### config.mk
export PLATFORM = sky130hd
export DESIGN_NAME = lfsr_gen_flat
export DESIGN_NICKNAME = d
export VERILOG_FILES = /design/src/rtl/lfsr_gen_if.sv /design/src/rtl/lfsr_gen.sv /design/src/flat_wrapper.sv
export SDC_FILE = /design/constraint.sdc
export NUM_CORES = 1
export LEC_CHECK = 0
export CORE_MARGIN = 4
export CORE_UTILIZATION = 47
export DETAILED_ROUTE_END_ITERATION = 16
export HOLD_SLACK_MARGIN = 0.02
export PLACE_DENSITY = 0.89
export SLEW_MARGIN = 20
export SYNTH_ARGS = -nofsm -noshare
export SYNTH_HDL_FRONTEND = slang
export SYNTH_SLANG_ARGS = --single-unit
### constraint.sdc
create_clock -name clk -period 2.4 [get_ports clk]
set_input_delay 0.6 -clock clk [delete_from_list [all_inputs] [get_ports clk]]
set_output_delay 0.6 -clock clk [all_outputs]
set_load 0.005 [all_outputs]
### src/rtl/lfsr_gen_if.sv
// lfsr_gen_if: control/status bundle of the LFSR generator.
// Ports: load/din/en/start/count in; q/sout/busy/done/lockup out.
interface lfsr_gen_if #(
  parameter int WIDTH = 26,
  parameter int CW    = 16
);
  logic             load;
  logic [1:WIDTH]   din;
  logic             en;
  logic             start;
  logic [CW-1:0]    count;
  logic [1:WIDTH]   q;
  logic             sout;
  logic             busy;
  logic             done;
  logic             lockup;

  modport master (
    output load, din, en, start, count,
    input  q, sout, busy, done, lockup
  );

  modport slave (
    input  load, din, en, start, count,
    output q, sout, busy, done, lockup
  );
endinterface

### src/rtl/lfsr_gen.sv
// lfsr_gen: Fibonacci/Galois LFSR with burst stepping and lock-up recovery.
// Ports: clk, rst_n (async low), bus (lfsr_gen_if.slave).
module lfsr_gen #(
  parameter int             WIDTH = 26,
  parameter logic [1:WIDTH] TAPS  = 26'b11000100000000000000000001,
  parameter bit             MODE  = 1'b0,
  parameter logic [1:WIDTH] SEED  = {{(WIDTH-1){1'b0}}, 1'b1},
  parameter int             CW    = 16
) (
  input  logic        clk,
  input  logic        rst_n,
  lfsr_gen_if.slave   bus
);

  typedef enum logic {IDLE, RUN} state_t;

  state_t         state;
  logic [CW-1:0]  rem;
  logic [1:WIDTH] q;
  logic           done;
  logic [1:WIDTH] nxt;
  logic           zero;
  logic           fb;

  always_comb begin
    zero = ~|q;
    fb   = ^(q & TAPS);
    nxt  = q;
    if (zero)
      nxt = SEED;
    else if (MODE == 1'b0)
      nxt = {fb, q[1:WIDTH-1]};
    else
      nxt = {q[WIDTH],
             q[1:WIDTH-1] ^ ({(WIDTH-1){q[WIDTH]}} & TAPS[2:WIDTH])};
  end

  always_ff @(posedge clk or negedge rst_n) begin
    if (!rst_n) begin
      q     <= SEED;
      state <= IDLE;
      rem   <= '0;
      done  <= 1'b0;
    end else begin
      done <= 1'b0;
      if (bus.load) begin
        // load also aborts a burst without a done pulse
        q     <= bus.din;
        state <= IDLE;
        rem   <= '0;
      end else begin
        unique case (state)
          IDLE: begin
            if (bus.start) begin
              if (bus.count != '0) begin
                rem   <= bus.count;
                state <= RUN;
              end else begin
                done <= 1'b1;
              end
            end else if (bus.en) begin
              q <= nxt;
            end
          end
          RUN: begin
            q   <= nxt;
            rem <= rem - 1'b1;
            if (rem == CW'(1)) begin
              state <= IDLE;
              done  <= 1'b1;
            end
          end
          default: state <= IDLE;
        endcase
      end
    end
  end

  assign bus.q      = q;
  assign bus.sout   = q[WIDTH];
  assign bus.busy   = (state == RUN);
  assign bus.done   = done;
  assign bus.lockup = zero;

endmodule

### src/flat_wrapper.sv
// flat-port wrapper written by rule: the top's interface ports become plain ports
module lfsr_gen_flat 
#(
  parameter int             WIDTH = 26,
  parameter logic [1:WIDTH] TAPS  = 26'b11000100000000000000000001,
  parameter bit             MODE  = 1'b0,
  parameter logic [1:WIDTH] SEED  = {{(WIDTH-1){1'b0}}, 1'b1},
  parameter int             CW    = 16
)
  (clk, rst_n, bus_load, bus_din, bus_en, bus_start, bus_count, bus_q, bus_sout, bus_busy, bus_done, bus_lockup);
  lfsr_gen_if #(.WIDTH(WIDTH), .CW(CW)) bus_i ();
  input  logic clk;
  input  logic rst_n;
  input wire logic [$bits(bus_i.load)-1:0] bus_load;
  input wire logic [$bits(bus_i.din)-1:0] bus_din;
  input wire logic [$bits(bus_i.en)-1:0] bus_en;
  input wire logic [$bits(bus_i.start)-1:0] bus_start;
  input wire logic [$bits(bus_i.count)-1:0] bus_count;
  output wire logic [$bits(bus_i.q)-1:0] bus_q;
  output wire logic [$bits(bus_i.sout)-1:0] bus_sout;
  output wire logic [$bits(bus_i.busy)-1:0] bus_busy;
  output wire logic [$bits(bus_i.done)-1:0] bus_done;
  output wire logic [$bits(bus_i.lockup)-1:0] bus_lockup;
  assign bus_i.load = bus_load;
  assign bus_i.din = bus_din;
  assign bus_i.en = bus_en;
  assign bus_i.start = bus_start;
  assign bus_i.count = bus_count;
  assign bus_q = bus_i.q;
  assign bus_sout = bus_i.sout;
  assign bus_busy = bus_i.busy;
  assign bus_done = bus_i.done;
  assign bus_lockup = bus_i.lockup;
  lfsr_gen #(.WIDTH(WIDTH), .TAPS(TAPS), .MODE(MODE), .SEED(SEED), .CW(CW)) u_core (.clk(clk), .rst_n(rst_n), .bus(bus_i));
endmodule
== Yosys cells after proc, flatten, opt, wreduce, memory -nomap -nowiden ==
Index checks and enable logic that the tools add are counted.

* Output and inout port bits: 30
* Bits in read-only memories: 0
* Bits in writable memories: 0
* Logic and storage cells: 36
* Input bits: 47
* Latch bits: 0
* Memories: 0
* Bits in registers: 44

* Reductions and logical operators: 6
* Muxes and demuxes: 19
* $add $sub $neg: 1
* $mul: 0
* Divide/modulo/power cells: 0
* Equal/unequal tests: 5
* Bitwise operators: 1
* $lt $le $gt $ge: 0
* Shift-type cells: 0

{| class="wikitable"
|+ Operator list
! kind !! number
|-
| $mux 26 || 4
|-
| $pmux 26 s2 || 1
|-
| $mux 16 || 3
|-
| $pmux 16 s2 || 1
|-
| $reduce_or 26->1 || 1
|-
| $reduce_xor 26->1 || 1
|-
| $eq 16x1->1 const B || 1
|-
| $reduce_bool 16->1 || 1
|-
| $sub 16x1->16 const B || 1
|-
| $ne 3x3->1 const B || 3
|-
| $mux 1 || 8
|-
| $pmux 1 s2 || 2
|-
| $reduce_and 2->1 || 2
|-
| $ne 3x2->1 const B || 1
|-
| $logic_not 1->1 || 1
|-
| $not 1->1 || 1
|}

== Logic depth before layout (Yosys ltp) ==
Gate-level depths: netlist (run 1).

* Depth in word-level cells: 6
* Depth in mapped cells: 7
* Mapped depth without buffers: 6

== Worst setup path after synthesis (run 1) ==
No wires, ideal clock.

* Path kind: input-to-reg
* Start point: input port bus_count[14]
* End point: register u_core.rem[4]
* Required time: 2.306 ns
* Setup slack: 0.260 ns
* Arrival time: 2.046 ns
* Stages: 4
* Path through: or4_4 > o41ai_4 > a221oi_1 > a211oi_1

* Word-level cells in the longest chain between the ends: 3

{| class="wikitable"
|+ RTL lines
! what !! RTL line !! RTL
|-
| start, declared || flat_wrapper.sv:18 || <nowiki>input wire logic [$bits(bus_i.count)-1:0] bus_count;</nowiki>
|-
| $reduce_bool 16->1 || lfsr_gen.sv:55 || <nowiki>if (bus.count != '0) begin</nowiki>
|-
| $ne 3x2->1 (no line) || - ||
|-
| $reduce_and 2->1 (no line) || - ||
|-
| end signal, assigned || lfsr_gen.sv:56 || <nowiki>rem <= bus.count;</nowiki>
|-
| end signal, assigned || lfsr_gen.sv:67 || <nowiki>rem <= rem - 1'b1;</nowiki>
|-
| end, declared || lfsr_gen.sv:18 || <nowiki>logic [CW-1:0] rem;</nowiki>
|}

No other way between the ends.
A chain may end at the register's enable or synchronous reset.

== Worst setup path in the final report (run 1) ==
* Start point: input port bus_count[14]
* End point: register u_core.rem[1]

Same word-level chain as after synthesis.

==> results.sh, run 1 <==
export IMPL_via_count=2509
export IMPL_critPathArrivalTime_ns=2.52
export IMPL_die_h_microns=80.8
export IMPL_crit_start="bus_count[14]"
export IMPL_powerDensity_nw_per_um2=643
export IMPL_relSlewSlack_pct=57.7
export IMPL_yosys_register_bits=44
export IMPL_drv_slew=0
export IMPL_ys_warn_count=0
export IMPL_total_power_mw=2.33
export IMPL_fin_ws_ns=0.0645
export IMPL_coreArea_sq_um=5110
export IMPL_crit_chain="clkdlybuf4s50_1 > or4_4 > o41ai_4 > buf_6 > nand2_1 > a221oi_1"
export IMPL_cp_data_required_time_ns=2.59
export IMPL_worst_pin_slew_ns=0.634
export IMPL_peakVddDrop_v=0.000396
export IMPL_stdcell_count=423
export IMPL_drtIter0Drc=181
export IMPL_finalCriticalPeriod_ns=2.34
export IMPL_start_kind="input pin"
export IMPL_async_reset_ff_share_pct=100
export IMPL_cts_root_buf="clkbuf_8"
export IMPL_clkPwrFrac_pct=29.0
export IMPL_synth_top_cell_by_area="dfrtp_1"
export IMPL_grt_overflow=0
export IMPL_crit_type="input pin to flip-flop"
export IMPL_portBuffers=76
export IMPL_clock_latency_ns=0.30
export IMPL_cpPeakStageDelay_ns=0.59
export IMPL_critPathTopFamily="compound AO/OA/AOI/OAI gates"
export IMPL_clkTransAtPathRegs_ns=0.09
export IMPL_ys_top_cells_by_area="dfrtp_1, mux2i_1, a21oi_1, nor2_1, clkbuf_1"
export IMPL_place_inst=411
export IMPL_cts_buffer_depth=2
export IMPL_synth_ff_type="dfrtp_1"
export IMPL_reg2reg_slack_ns=0.65
export IMPL_gp_congestion=0.838
export IMPL_synth_avg_cell_area_sq_um=9.51
export IMPL_initial_core_util_pct=48.8
export IMPL_worst_path_max_fanout=10
export IMPL_vias_per_cell=5.93
export IMPL_grt_pass1_vias=2304
export IMPL_synth_edf_count=0
export IMPL_hpwl_microns=5010
export IMPL_wl_met3_microns=632
export IMPL_fin_tns_setup_ns=0
export IMPL_maxCapViolCount=0
export IMPL_p_switching_mw=0.670
export IMPL_insertedDiodeCount=0
export IMPL_netlist_area_leader_share_pct=43.2
export IMPL_pwr_share_comb_pct=29.8
export IMPL_end_kind="flip-flop"
export IMPL_hp_class="input pin to asynchronous set/reset pin"
export IMPL_swShare_pct=28.8
export IMPL_setup_worst_path_end="u_core.rem[1]"
export IMPL_wire_per_inst_microns=16.7
export IMPL_fmax_mhz=428
export IMPL_dieWidth_microns=80.8
export IMPL_syn2layout_area_growth_pct=45.4
export IMPL_top_layer="met4"
export IMPL_seq_area_frac_synth_pct=44.2
export IMPL_synth_common_cells="dfrtp_1, nor2_1, a21oi_1"
export IMPL_yosysUniqueCellTypes=45
export IMPL_antenna_found_initial=0
export IMPL_die_area_sq_um=6530
export IMPL_worstSetupPathDepth=6
export IMPL_num_rows=26
export IMPL_cts_sinks=44
export IMPL_grt_pass1_wl_microns=11400
export IMPL_finalSetupViolations=0
export IMPL_grt_max_degree=53
export IMPL_seqPwrFrac_pct=41.2
export IMPL_drc_errors=0
export IMPL_wl_met1_microns=2820
export IMPL_finalWirelength_microns=7070
export IMPL_finalHoldViolCount=0
export IMPL_r2r_start="u_core.rem[4]"
export IMPL_drt_first_pass_iters=5
export IMPL_reg2reg_depth=5
export IMPL_layout_drive_gt1_share_pct=12.7
export IMPL_synthMostInstantiatedCell="dfrtp_1"
export IMPL_multi_input_comb_area_sq_um=1320
export IMPL_cp_num_buf_inv=2
export IMPL_fin_worst_skew_ns=0.00690
export IMPL_utilization_pct=70.9
export IMPL_h_tree_depth=2
export IMPL_grt_usage_pct=22.2
export IMPL_nFillCells=357
export IMPL_dp_slack_ns=-0.308
export IMPL_outcome="finished, final reports clean"
export IMPL_route_met2_wl_microns=3500
export IMPL_cts_made_buffers=5
export IMPL_synth_fp_nets=312
export IMPL_p_int_mw=1.66
export IMPL_cpMaxStageDelayCell="or4_4"
export IMPL_ant_nets=0
export IMPL_cts_tree="built"
export IMPL_cts_hold_buf=0
export IMPL_netlist_instances=262
export IMPL_synth_area_sq_um=2490
export IMPL_ios=77
export IMPL_p_leak_nw=1.54
export IMPL_seq_area_sq_um=1100
export IMPL_r2r_end="u_core.rem[7]"
export IMPL_fin_crit_sh_pct=97.3
export IMPL_nets=402
stage by stage:
step | instance area, sq um | hold slack (ns)
after floorplan | 2490 | 0.304
after global placement | 3440 | 0.510
after detailed placement | 3440 | 0.514
after CTS | 3600 | 0.390
after global routing | 3620 | 0.414
final | 3620 | 0.371
layout make-up:
type | instances | area share (%)
sequential | 44 | 30.4
clock buffer | 6 | 2.00
clock inverter | 2 | 1.66
timing repair buffer | 101 | 26.3
multi-input combinational | 192 | 36.3
tap | 70 | 2.42
inverter | 8 | 0.829
placed cells by master (no fill, tap or decap), drive strengths merged, types with 4 or more instances in the layout:
master         Yosys  final
nor3               4      4
clkbuf            15      6
o211ai             4      4
buf                3     27
clkdlybuf4s50      0     73
inv                8      8
a32oi              4      4
a221oi             5      5
nand3              8      8
nand2             10     10
dfrtp             43     43
xor2               6      6
a31oi              6      6
nand4              7      7
nor4               8      8
nor2              35     35
a21oi             31     31
a211oi             6      6
or4                4      4
mux2i             22     22
metal layers:
| metal | global-route usage [%] | up-vias |
|---|---|---|
| li1 | - | 1157 |
| met1 | 28.7 | 1199 |
| met2 | 38.3 | 136 |
| met3 | 4.55 | 17 |
| met4 | 5.41 | 0 |
| met5 | 0 | - |
worst min path at each step:
stage | start | end | cells past startpoint
finish | rst_n | u_core.bus.q[15] | 2
global route | rst_n | u_core.bus.q[11] | 2
CTS | rst_n | u_core.bus.q[13] | 2
detailed placement | u_core.bus.q[26] | u_core.bus.q[26] | 2
global placement | u_core.bus.q[26] | u_core.bus.q[26] | 2
floorplan | rst_n | u_core.bus.busy | 0
worst register-to-register path, cell delays in order (launching register included):
cell and delay, ns:
dfrtp_1 0.42, nor4_1 0.32, buf_4 0.24, nand3_1 0.18
or3_1 0.35, a31oi_1 0.16
flip-flops by register name, summed over array words and instances, names as in the netlist:
register         count
u_core.bus.busy      1
u_core.bus.done      1
u_core.rem          16
u_core.bus.q        26
power groups by stage:
stage                     logic (mW)  clock network, mW  registers, mW
after global placement         0.645                  0          0.967
after detailed placement       0.667                  0          0.975
final                          0.694              0.675          0.959
after CTS                      0.693              0.686          0.958
after global routing           0.755              0.719          0.976
after floorplan                0.308                  0          0.955
what timing repair did:
item,4_1_cts,5_1_grt
gates resized for setup,3,2
buffers inserted,3,1
endpoints found under the setup margin,1,6
hold endpoints to repair,0,0
pin swaps,1,1
cell families after synthesis:
| kind of cell | Yosys count | synth area share (%) |
|---|---|---|
| muxes | 22 | 8.84 |
| adders and majority gates | 3 | 1.51 |
| and+or+nand+nor | 90 | 18.7 |
| buffers and inverters | 26 | 4.12 |
| DFF | 44 | 44.2 |
| xor gates and xnor gates | 7 | 3.01 |
| AOI/OAI and AO/OA | 70 | 19.6 |
No activity file was read; power rests on OpenSTA's default activity.
==> inputs of run 2 (changes only) <==
Settings changed: CORE_UTILIZATION 47 to 48, CTS_BUF_LIST set to sky130_fd_sc_hd__clkbuf_4, PLACE_DENSITY 0.89 to 0.91.
==> results.sh, run 2 (synthesis gave the netlist of run 1 again) <==
export IMPL_finalWirelength_microns=7570
export IMPL_wire_per_inst_microns=17.7
export IMPL_dp_slack_ns=-0.288
export IMPL_num_rows=25
export IMPL_relSlewSlack_pct=65.5
export IMPL_grt_pass1_vias=2452
export IMPL_nets=409
export IMPL_ios=77
export IMPL_worst_path_max_fanout=4
export IMPL_rsz0062_at_grt="false"
export IMPL_fin_crit_sh_pct=96.5
export IMPL_place_inst=415
export IMPL_layout_drive_gt1_share_pct=14.4
export IMPL_syn2layout_area_growth_pct=43.7
export IMPL_finalCriticalPeriod_ns=2.32
export IMPL_portBuffers=76
export IMPL_maxCapViolCount=0
export IMPL_grt_max_degree=29
export IMPL_drtIter0Drc=244
export IMPL_vias_per_cell=6.09
export IMPL_crit_chain="clkdlybuf4s50_1 > or4_4 > o41ai_4 > buf_4 > nand2_1 > a221oi_1"
export IMPL_cpMaxStageDelayCell="or4_4"
export IMPL_regMostFlops="u_core.bus.q"
export IMPL_coreArea_sq_um=4880
export IMPL_h_tree_depth=2
export IMPL_final_cell_mix="clkdlybuf4s50_1, dfrtp_1, nor2_1"
export IMPL_drt_first_pass_iters=6
export IMPL_ant_nets=0
export IMPL_dieWidth_microns=80.0
export IMPL_critPathTopFamily="compound AO/OA/AOI/OAI gates"
export IMPL_reg_top3="u_core.bus.q x26, u_core.rem x16"
export IMPL_grt_overflow=0
export IMPL_cts_sinks=44
export IMPL_die_area_sq_um=6410
export IMPL_cts_hold_buf=0
export IMPL_cts_buffer_depth=2
export IMPL_cts_root_buf="clkbuf_4"
export IMPL_worst_pin_slew_ns=0.517
export IMPL_pwr_share_comb_pct=35.0
export IMPL_outcome="finished, final reports clean"
export IMPL_crit_type="input pin to flip-flop"
export IMPL_insertedDiodeCount=0
export IMPL_clock_latency_ns=0.36
export IMPL_initial_core_util_pct=51.1
export IMPL_start_kind="input pin"
export IMPL_antenna_found_initial=0
export IMPL_clkPwrFrac_pct=17.1
export IMPL_p_int_mw=1.36
export IMPL_cts_made_buffers=5
export IMPL_end_kind="flip-flop"
export IMPL_powerDensity_nw_per_um2=571
export IMPL_fmax_mhz=432
export IMPL_stdcell_count=427
export IMPL_p_leak_nw=1.53
export IMPL_final_common_cell="clkdlybuf4s50_1"
export IMPL_fin_ws_ns=0.0845
export IMPL_clkTransAtPathRegs_ns=0.13
export IMPL_drv_slew=0
export IMPL_seqPwrFrac_pct=47.9
export IMPL_gp_congestion=0.917
export IMPL_cts_tree="built"
export IMPL_via_count=2601
export IMPL_finalHoldViolCount=0
export IMPL_swShare_pct=33.4
export IMPL_hp_class="input pin to asynchronous set/reset pin"
export IMPL_hpwl_microns=5730
export IMPL_fin_worst_skew_ns=0.0115
export IMPL_largest_register_ffs=26
export IMPL_grt_usage_pct=23.6
export IMPL_cpPeakStageDelay_ns=0.59
export IMPL_critPathArrivalTime_ns=2.58
export IMPL_grt_pass1_wl_microns=11800
export IMPL_drc_errors=0
export IMPL_finalSetupViolations=0
export IMPL_peakVddDrop_v=0.000511
export IMPL_hold_slack_ns=0.194
export IMPL_p_switching_mw=0.682
export IMPL_cp_num_buf_inv=2
export IMPL_total_power_mw=2.04
export IMPL_cp_data_required_time_ns=2.66
export IMPL_die_h_microns=80.0
## run 2: cell types whose count changed in the layout (fill, tap and decap cells not counted), sizes merged
| cell | change |
|---|---|
| bufinv | -2 |
| clkinv | +3 |
| buf | +7 |
| dlygate4sd2 | -1 |
## run 2: repair_timing
action / in CTS / in global routing
buffers inserted: 3 / 1
gates resized for setup: 3 / 4
endpoints found under the setup margin: 1 / 2
pin swaps: 1 / 3
hold endpoints to repair: 0 / 0
## run 2: power by group through the flow
stage | Sequential (mW) | Clock, mW | Combinational [mW]
final | 0.979 | 0.351 | 0.715
after global placement | 0.972 | 0 | 0.653
after detailed placement | 0.981 | 0 | 0.677
after global routing | 0.992 | 0.383 | 0.776
after floorplan | 0.955 | 0 | 0.308
after CTS | 0.964 | 0.353 | 0.700
## run 2: path summary, 6_finish.rpt
kind / startpoint / endpoint / slack, ns / cells after the start
max: bus_count[6] / u_core.rem[9] / 0.08 / 6
min: rst_n / u_core.rem[2] / 0.19 / 1
max reg2reg: u_core.bus.busy / u_core.bus.q[7] / 0.62 / 6
min reg2reg: u_core.bus.q[26] / u_core.bus.q[26] / 0.57 / 2
max in group asynchronous: rst_n / u_core.bus.q[26] / 1.56 / 2
min in group clk: u_core.bus.q[26] / u_core.bus.q[26] / 0.57 / 2
## run 2: final cells by class
type	instances	area [sq um]
Clock buffer	5	37.5
Clock inverter	3	13.8
Tap cell	67	83.8
Inverter	8	30.0
Multi-Input combinational cell	192	1330
Sequential cell	44	1100
Fill cell	367	1300
Timing Repair Buffer	108	986
## run 2: through the flow
step | area [sq um] | utilization [%] | setup TNS [ns]
final | 3580 | 73.4 | 0
after global placement | 3470 | 71.2 | -2.54
after global routing | 3580 | 73.4 | 0
after detailed placement | 3470 | 71.2 | -3.08
after CTS | 3560 | 72.9 | 0
after floorplan | 2490 | - | 0
## run 2: per-layer routing
metal	share of wire, %	track usage (%)	routed length (microns)
met4	2.0	8.95	150
met1	40	30.2	3010
met5	0	0	0
met2	52	39.3	3910
met3	6.6	4.51	498
